===== config.mk =====
export PLATFORM = sky130hd
export DESIGN_NAME = cache_fill_ctrl
export DESIGN_NICKNAME = d
export VERILOG_FILES = /design/src/rtl/cache_fill_pkg.sv /design/src/rtl/rr_arbiter.sv /design/src/rtl/cache_fill_ctrl.sv
export SDC_FILE = /design/constraint.sdc
export NUM_CORES = 1
export LEC_CHECK = 0
export ABC_AREA = 1
export CORE_UTILIZATION = 46
export DETAILED_ROUTE_END_ITERATION = 12
export PLACE_DENSITY = 0.95
export SLEW_MARGIN = 20
export SYNTH_ARGS = -nofsm -noshare
export SYNTH_HDL_FRONTEND = slang
export SYNTH_HIERARCHICAL = 1
export SYNTH_SLANG_ARGS = --single-unit

===== constraint.sdc =====
create_clock -name clk -period 3.7 [get_ports clk]
set_input_delay 0.74 -clock clk [delete_from_list [all_inputs] [get_ports clk]]
set_output_delay 0.74 -clock clk [all_outputs]
set_load 0.01 [all_outputs]

===== src/rtl/cache_fill_pkg.sv =====
// Shared types and helpers for the cache fill controller.
package cache_fill_pkg;

  // Controller states.
  typedef enum logic {
    IDLE = 1'b0,
    FILL = 1'b1
  } fill_state_e;

  // Ceiling log2; clog2(1) = 0.
  function automatic int unsigned clog2(input int unsigned v);
    int unsigned r;
    r = 0;
    for (int i = 0; i < 32; i++) begin
      if ((64'd1 << i) < 64'(v)) r = i + 1;
    end
    return r;
  endfunction

  // Mask covering the byte offset within one cache block.
  function automatic logic [63:0] blk_off_mask(input int unsigned words,
                                               input int unsigned word_bytes);
    return (64'd1 << clog2(words * word_bytes)) - 64'd1;
  endfunction

endpackage


===== src/rtl/rr_arbiter.sv =====
// Round-robin arbiter: picks the first requester at or after the pointer, wrapping.
module rr_arbiter
  import cache_fill_pkg::*;
#(
  parameter int unsigned NREQ  = 2,
  parameter int unsigned GID_W = 1
) (
  input  logic [NREQ-1:0]  i_req,
  input  logic [GID_W-1:0] i_rr_ptr,
  output logic [GID_W-1:0] o_gnt_id,
  output logic             o_any
);

  // Scan requesters in circular order starting at the pointer.
  always_comb begin
    logic found;
    found    = 1'b0;
    o_gnt_id = '0;
    for (int k = 0; k < int'(NREQ); k++) begin
      for (int j = 0; j < int'(NREQ); j++) begin
        if (!found && i_req[j] && (j == ((int'(i_rr_ptr) + k) % int'(NREQ)))) begin
          found    = 1'b1;
          o_gnt_id = GID_W'(j);
        end
      end
    end
  end

  assign o_any = |i_req;

endmodule


===== src/rtl/cache_fill_ctrl.sv =====
// Multi-requester cache miss handler: arbitrates misses, issues block reads,
// steers returning words into the granted cache and writes its tag last.
module cache_fill_ctrl
  import cache_fill_pkg::*;
#(
  parameter int unsigned ADDR_W     = 16,
  parameter int unsigned WORDS      = 8,
  parameter int unsigned WORD_BYTES = 2,
  parameter int unsigned NREQ       = 2,
  localparam int unsigned WN_W      = clog2(WORDS),
  localparam int unsigned GID_W     = (NREQ > 1) ? clog2(NREQ) : 1
) (
  input  logic                   clk,
  input  logic                   rst,
  input  logic [NREQ-1:0]        miss_detected,
  input  logic [NREQ*ADDR_W-1:0] miss_address,
  input  logic                   memory_data_valid,
  output logic [NREQ-1:0]        fsm_busy,
  output logic                   mem_read,
  output logic [ADDR_W-1:0]      memory_address,
  output logic [NREQ-1:0]        write_data_array,
  output logic [NREQ-1:0]        write_tag_array,
  output logic [WN_W-1:0]        word_num,
  output logic [GID_W-1:0]       grant_id
);

  localparam int unsigned CNT_W = WN_W + 1;
  localparam logic [CNT_W-1:0]  NumWords = CNT_W'(WORDS);
  localparam logic [CNT_W-1:0]  LastWord = CNT_W'(WORDS - 1);
  localparam logic [ADDR_W-1:0] OffMask  = ADDR_W'(blk_off_mask(WORDS, WORD_BYTES));

  fill_state_e       r_state, w_state_d;
  logic [GID_W-1:0]  r_grant, w_grant_d;
  logic [ADDR_W-1:0] r_base, w_base_d;
  logic [CNT_W-1:0]  r_issue_cnt, w_issue_d;
  logic [CNT_W-1:0]  r_recv_cnt, w_recv_d;
  logic [GID_W-1:0]  r_rr_ptr, w_rr_ptr_d;

  logic [GID_W-1:0]  w_gnt_id;
  logic              w_any;
  logic [ADDR_W-1:0] w_sel_addr;
  logic [ADDR_W-1:0] w_base_new;
  logic [ADDR_W-1:0] w_offset;
  logic [NREQ-1:0]   w_gnt_dec;
  logic              w_wr_data;
  logic              w_wr_tag;

  rr_arbiter #(
    .NREQ  (NREQ),
    .GID_W (GID_W)
  ) u_rr_arbiter (
    .i_req    (miss_detected),
    .i_rr_ptr (r_rr_ptr),
    .o_gnt_id (w_gnt_id),
    .o_any    (w_any)
  );

  // Select the winning miss address and decode the latched grant.
  always_comb begin
    w_sel_addr = '0;
    w_gnt_dec  = '0;
    for (int i = 0; i < int'(NREQ); i++) begin
      if (w_gnt_id == GID_W'(i)) w_sel_addr = miss_address[i*ADDR_W +: ADDR_W];
      if (r_grant == GID_W'(i)) w_gnt_dec[i] = 1'b1;
    end
  end

  assign w_base_new = w_sel_addr & ~OffMask;
  // Base is block aligned, so this offset never carries out of the block.
  assign w_offset   = ADDR_W'(r_issue_cnt) * ADDR_W'(WORD_BYTES);

  // Next-state and combinational outputs.
  always_comb begin
    w_state_d      = r_state;
    w_grant_d      = r_grant;
    w_base_d       = r_base;
    w_issue_d      = r_issue_cnt;
    w_recv_d       = r_recv_cnt;
    w_rr_ptr_d     = r_rr_ptr;
    mem_read       = 1'b0;
    memory_address = '0;
    w_wr_data      = 1'b0;
    w_wr_tag       = 1'b0;
    word_num       = '0;
    grant_id       = '0;
    unique case (r_state)
      IDLE: begin
        // First read issues in the same cycle the miss is seen.
        if (w_any) begin
          grant_id       = w_gnt_id;
          mem_read       = 1'b1;
          memory_address = w_base_new;
          w_grant_d      = w_gnt_id;
          w_base_d       = w_base_new;
          w_issue_d      = CNT_W'(1);
          w_recv_d       = '0;
          w_state_d      = FILL;
        end
      end
      FILL: begin
        grant_id = r_grant;
        if (r_issue_cnt < NumWords) begin
          mem_read       = 1'b1;
          memory_address = r_base + w_offset;
          w_issue_d      = r_issue_cnt + CNT_W'(1);
        end
        // Words beyond what has been requested are stale; drop them.
        if (memory_data_valid && (r_recv_cnt < r_issue_cnt)) begin
          w_wr_data = 1'b1;
          word_num  = r_recv_cnt[WN_W-1:0];
          w_recv_d  = r_recv_cnt + CNT_W'(1);
          if (r_recv_cnt == LastWord) begin
            w_wr_tag   = 1'b1;
            w_state_d  = IDLE;
            w_rr_ptr_d = (r_grant == GID_W'(NREQ - 1)) ? '0 : r_grant + GID_W'(1);
          end
        end
      end
    endcase
  end

  assign write_data_array = w_wr_data ? w_gnt_dec : '0;
  assign write_tag_array  = w_wr_tag ? w_gnt_dec : '0;
  assign fsm_busy         = miss_detected | ((r_state == FILL) ? w_gnt_dec : '0);

  // State and counter registers with synchronous reset.
  always_ff @(posedge clk) begin
    if (rst) begin
      r_state     <= IDLE;
      r_grant     <= '0;
      r_base      <= '0;
      r_issue_cnt <= '0;
      r_recv_cnt  <= '0;
      r_rr_ptr    <= '0;
    end else begin
      r_state     <= w_state_d;
      r_grant     <= w_grant_d;
      r_base      <= w_base_d;
      r_issue_cnt <= w_issue_d;
      r_recv_cnt  <= w_recv_d;
      r_rr_ptr    <= w_rr_ptr_d;
    end
  end

endmodule


## Yosys cells after proc, flatten, opt, wreduce, memory -nomap -nowiden

Index checks and enable logic that the tools add are counted.
W data, S select, Z words.

- Bits in registers: 23
- Output and inout port bits: 27

- Bitwise logic cells: 3
- Add/subtract/negate cells: 5
- Reductions and logical operators: 18
- Eq/ne operators: 5
- Mux-type cells: 37
- Magnitude comparators: 2

Operators by type and width:

| cell | number |
|---|---|
| $logic_not A32 Y1 | 2 |
| $mux W16 | 3 |
| $pmux W16 S2 | 1 |
| $mux W1 | 19 |
| $add A16 B5 Y16 | 1 |
| $mux W4 | 4 |
| $pmux W4 S2 | 2 |
| $add A4 B1 Y4 const B | 2 |
| $logic_and A1 B1 Y1 | 8 |
| $mux W2 | 3 |
| $mux W3 | 2 |
| $ne A2 B1 Y1 const B | 3 |
| $pmux W1 S2 | 3 |
| $reduce_and A2 Y1 | 3 |
| $eq A4 B3 Y1 const B | 1 |
| $lt A4 B4 Y1 | 1 |
| $lt A4 B4 Y1 const B | 1 |
| $logic_not A1 Y1 | 3 |
| $reduce_and A3 Y1 | 1 |
| $add A1 B1 Y1 const B | 2 |
| $eq A2 B2 Y1 const A | 1 |
| $or A2 B2 Y2 | 1 |
| $reduce_or A2 Y1 | 1 |
| $and A1 B1 Y1 const A | 1 |
| $not A1 Y1 | 1 |

## Logic depth before layout (Yosys ltp)

- Depth after elaboration: 18
- Gate-level depth with buffers: 10
- Mapped depth without buffers: 10

## Modules after synthesis

The synthesis kept the hierarchy.

By module, submodules not included:

| module | cells an instance | area each (µm²) | instances |
|---|---|---|---|
| cache_fill_ctrl | 204 | 1,524.0 | 1 |
| rr_arbiter | 4 | 18.8 | 1 |

## Worst setup path after synthesis

OpenSTA, ideal clock, no wires.

- Path kind: input -> output
- From: in miss_detected[1]
- To: out memory_address[11]
- Data arrival time: 1.673 ns
- Path slack: 1.287 ns
- Stages on the path: 6
- Cell sequence: inv_1 -> a21oi_1 -> inv_1 -> buf_6 -> o21ai_0 -> o21ai_0

- Cells in the longest elaborated chain, start to end: 14
- Elaborated cells between the ends (all ways): 17
- Classes of those cells: 8 x mux; 9 x reduce/logical

Ends and longest elaborated chain:

| element | RTL line | source |
|---|---|---|
| from (decl) | cache_fill_ctrl.sv:15 | `input logic [NREQ-1:0] miss_detected,` |
| $logic_and A1 B1 Y1 (2 in series) | rr_arbiter.sv:21 | `if (!found && i_req[j] && (j == ((int'(i_rr_ptr) + k) % int'(NREQ)))) begin` |
| $mux W1 | rr_arbiter.sv:21 |  |
| $logic_not A1 Y1 | rr_arbiter.sv:21 |  |
| $logic_and A1 B1 Y1 (2 in series) | rr_arbiter.sv:21 |  |
| $mux W1 | rr_arbiter.sv:21 |  |
| $logic_not A1 Y1 | rr_arbiter.sv:21 |  |
| $logic_and A1 B1 Y1 (2 in series) | rr_arbiter.sv:21 |  |
| $mux W1 (*) | rr_arbiter.sv:21 |  |
| named net w_gnt_id | cache_fill_ctrl.sv:39 | `logic [GID_W-1:0] w_gnt_id;` |
| $mux W16 (*) | cache_fill_ctrl.sv:63 | `if (w_gnt_id == GID_W'(i)) w_sel_addr = miss_address[i*ADDR_W +: ADDR_W];` |
| $mux W16 (*) | cache_fill_ctrl.sv:89 | `if (w_any) begin` |
| $pmux W16 S2 (*) | cache_fill_ctrl.sv:86 | `unique case (r_state)` |
| to (decl) | cache_fill_ctrl.sv:20 | `output logic [ADDR_W-1:0] memory_address,` |

The timed path passes the listed nets; every way through them passes the cells marked *.

## Worst setup path in the final report

- From: in miss_detected[1]
- To: out memory_address[4]

Same word-level chain as after synthesis.

==> impl_metrics.json <==
{
  "area_delta_synth_final_pct": 36.2,
  "p_per_area_mw_per_mm2": 275,
  "path_cells": "clkdlybuf4s50_1 > inv_1 > a21oi_1 > inv_1 > o21ai_0 > o21ai_0 > clkdlybuf4s50_1",
  "ys.warnings.count": 6,
  "cp_data_arrival_time_ps": 2700,
  "pwr-share-comb_pct": 32.7,
  "cts.sinks": 23,
  "n_antenna_cell": 0,
  "peakVddDrop_v": 0.000183,
  "cts_tree": "done",
  "tightest_slew_ps": 599,
  "crit_family": "buffers and inverters",
  "layout_common_cells": "54 x clkdlybuf4s50_1, 36 x nor2_1, 26 x inv_1, 23 x dfxtp_1",
  "routed_via_density": 5.13,
  "drive_gt1_share_pct": 15.4,
  "drv_cap": 0,
  "fin_crit_ps": 3440,
  "whs_ps": 499,
  "grt_max_degree": 18,
  "drv_slew": 0,
  "grt_remaining_overflow": 0,
  "cts_setup_buffers": 0,
  "grt_pass1_wl_mm": 6.53,
  "initial_core_util_pct": 49.3,
  "reg2reg_depth": 7,
  "r2r_slack_ps": 1970,
  "drt_wl_total_mm": 3.66,
  "cp_max_fo": 12,
  "finalSetupViolations": 0,
  "seqPwrFrac_pct": 47.1,
  "critical_path_class": "input port to output port",
  "fin_crit_sh_pct": 93.0,
  "io_pins": 64,
  "syn-num-nets": 250,
  "hold_depth": 2,
  "setup-tns-final_ps": 0,
  "vias": 1559,
  "seq_area_frac_synth_pct": 29.8,
  "worstSetupStartpointType": "input port",
  "gp_congestion": 0.840,
  "nNetsFinal": 303,
  "die_y_um": 59.9,
  "synth_edf_count": 0,
  "power.internal_mw": 0.396,
  "swShare_pct": 31.4,
  "htree_num_levels": 1,
  "ctsResizeCount": 0,
  "core.rowCount": 20,
  "ctsHoldBuffers": 0,
  "initialDrtViolationCount": 30,
  "cts_buffer_depth": 2,
  "ys_ff_latch": 23,
  "cp-end-kind": "output port",
  "grt_pass1_vias": 1593,
  "required_ps": 2960,
  "cp.depth": 7,
  "final_antenna_net_count": 0,
  "leakage_nw": 0.817,
  "grt_use_total_pct": 23.4,
  "avgRoutedWirePerCell_um": 12.0,
  "outcome": "finished, final reports clean",
  "core_mm2": 0.00313,
  "die_area_mm2": 0.00359,
  "dp_hpwl_mm": 2.88,
  "synth_area_mm2": 0.00154,
  "p_switching_mw": 0.181,
  "synth-main-ff-cell": "dfxtp_1",
  "cp_num_buf_inv": 4,
  "drcViolationCount": 0,
  "cp_slowest_cell": "clkdlybuf4s50_1",
  "firstDrtPassIters": 4,
  "async_flop_share_pct": 0,
  "postSynthAreaPerCell_um2": 7.42,
  "portBuffers": 54,
  "hold_viol": 0,
  "final.setup_skew_ps": 11.4,
  "rsz0062_at_grt": "false",
  "syn-instance-count": 208,
  "cts-root-buf": "clkbuf_4",
  "ys_types": 36,
  "final_common_cell": "clkdlybuf4s50_1",
  "cts.clk_slew.worst_paths_ps": 130,
  "slowest_delay_ps": 510,
  "utilization_pct": 67.2,
  "die-width_um": 59.9,
  "hold_class": "register to register",
  "slew_headroom_pct": 59.9,
  "p_clk_share_pct": 20.2,
  "cts_made_buffers": 3,
  "antenna_found_initial": 0,
  "fmax_mhz": 291,
  "clk_latency_ps": 310
}
==> area by class of cell <==
cell class              count  area [um^2]
multi-input cells         144          867
repair buffers             57          563
well taps                  44         55.1
clock buffers               3         22.5
flip-flops and latches     23          460
clock inverters             1         5.00
inverters                  32          128
fillers                   254         1030
==> sequential cells by signal, summed over array words and instances (netlist names) <==
signal       cells
r_grant          1
r_state          1
r_base          12
r_recv_cnt       4
r_issue_cnt      4
r_rr_ptr         1
==> through the flow <==
| step | power (mW) | instances | setup slack, ps | area (um^2) |
|---|---|---|---|---|
| floorplan | 0.384 | 208 | 1290 | 1540 |
| finish | 0.577 | 304 | 260 | 2100 |
| global placement | 0.460 | 300 | 301 | 2070 |
| global route | 0.612 | 304 | 63.3 | 2100 |
| CTS | 0.581 | 304 | 267 | 2100 |
| detailed placement | 0.465 | 300 | 282 | 2070 |
==> final timing paths <==
kind	start	end
worst min register to register	r_base[10]$_SDFFE_PP0P_	r_base[10]$_SDFFE_PP0P_
worst min-delay path	r_base[10]$_SDFFE_PP0P_	r_base[10]$_SDFFE_PP0P_
worst max-delay path	miss_detected[1]	memory_address[4]
worst max register to register	r_issue_cnt[3]$_SDFFE_PP0P_	r_rr_ptr$_SDFFE_PP0P_
==> synth_stat cells, types with 4 or more instances <==
| master | n | area (um^2) |
|---|---|---|
| nand2_1 | 22 | 82.6 |
| o21ai_2 | 4 | 35.0 |
| nor2_1 | 36 | 135 |
| o22ai_2 | 10 | 125 |
| buf_6 | 6 | 67.6 |
| inv_1 | 26 | 97.6 |
| inv_2 | 4 | 15.0 |
| nand3_1 | 8 | 40.0 |
| a21oi_1 | 8 | 40.0 |
| o21ai_0 | 22 | 110 |
| ha_1 | 5 | 62.6 |
| dfxtp_1 | 23 | 460 |
==> power by group through the flow <==
stage / combinational [mW] / clock (mW) / sequential [mW]
after floorplan: 0.110 / 0 / 0.275
after global placement: 0.184 / 0 / 0.276
after detailed placement: 0.188 / 0 / 0.277
after CTS: 0.189 / 0.120 / 0.272
after global routing: 0.207 / 0.131 / 0.274
final: 0.189 / 0.117 / 0.272
==> metal layers <==
metal / GRT usage, % / up-vias / wire length [um]
met4: 7.31 / 0 / 40
li1: - / 784 / -
met2: 42.7 / 52 / 1910
met5: 0 / - / 0
met3: 4.55 / 6 / 153
met1: 27.3 / 717 / 1560
==> kinds of logic (layout without fill, tap and decap cells) <==
logic type | after synthesis | after routing | synth area share, %
xor+xnor | 2 | 2 | 1.14
other cells | 1 | 1 | 0.243
buf+inv | 41 | 93 | 13.9
compound gates | 53 | 53 | 24.2
simple gates | 83 | 83 | 26.6
flops | 23 | 23 | 29.8
fa+ha+maj | 5 | 5 | 4.06
==> tightest hold or removal path, delay by kind of cell, from the launching register on <==
| family | cells | cell delay [ps] |
|---|---|---|
| compound gates | 1 | 60 |
| flops | 1 | 350 |
| simple gates | 1 | 60 |
No activity file was read; power rests on OpenSTA's default activity.
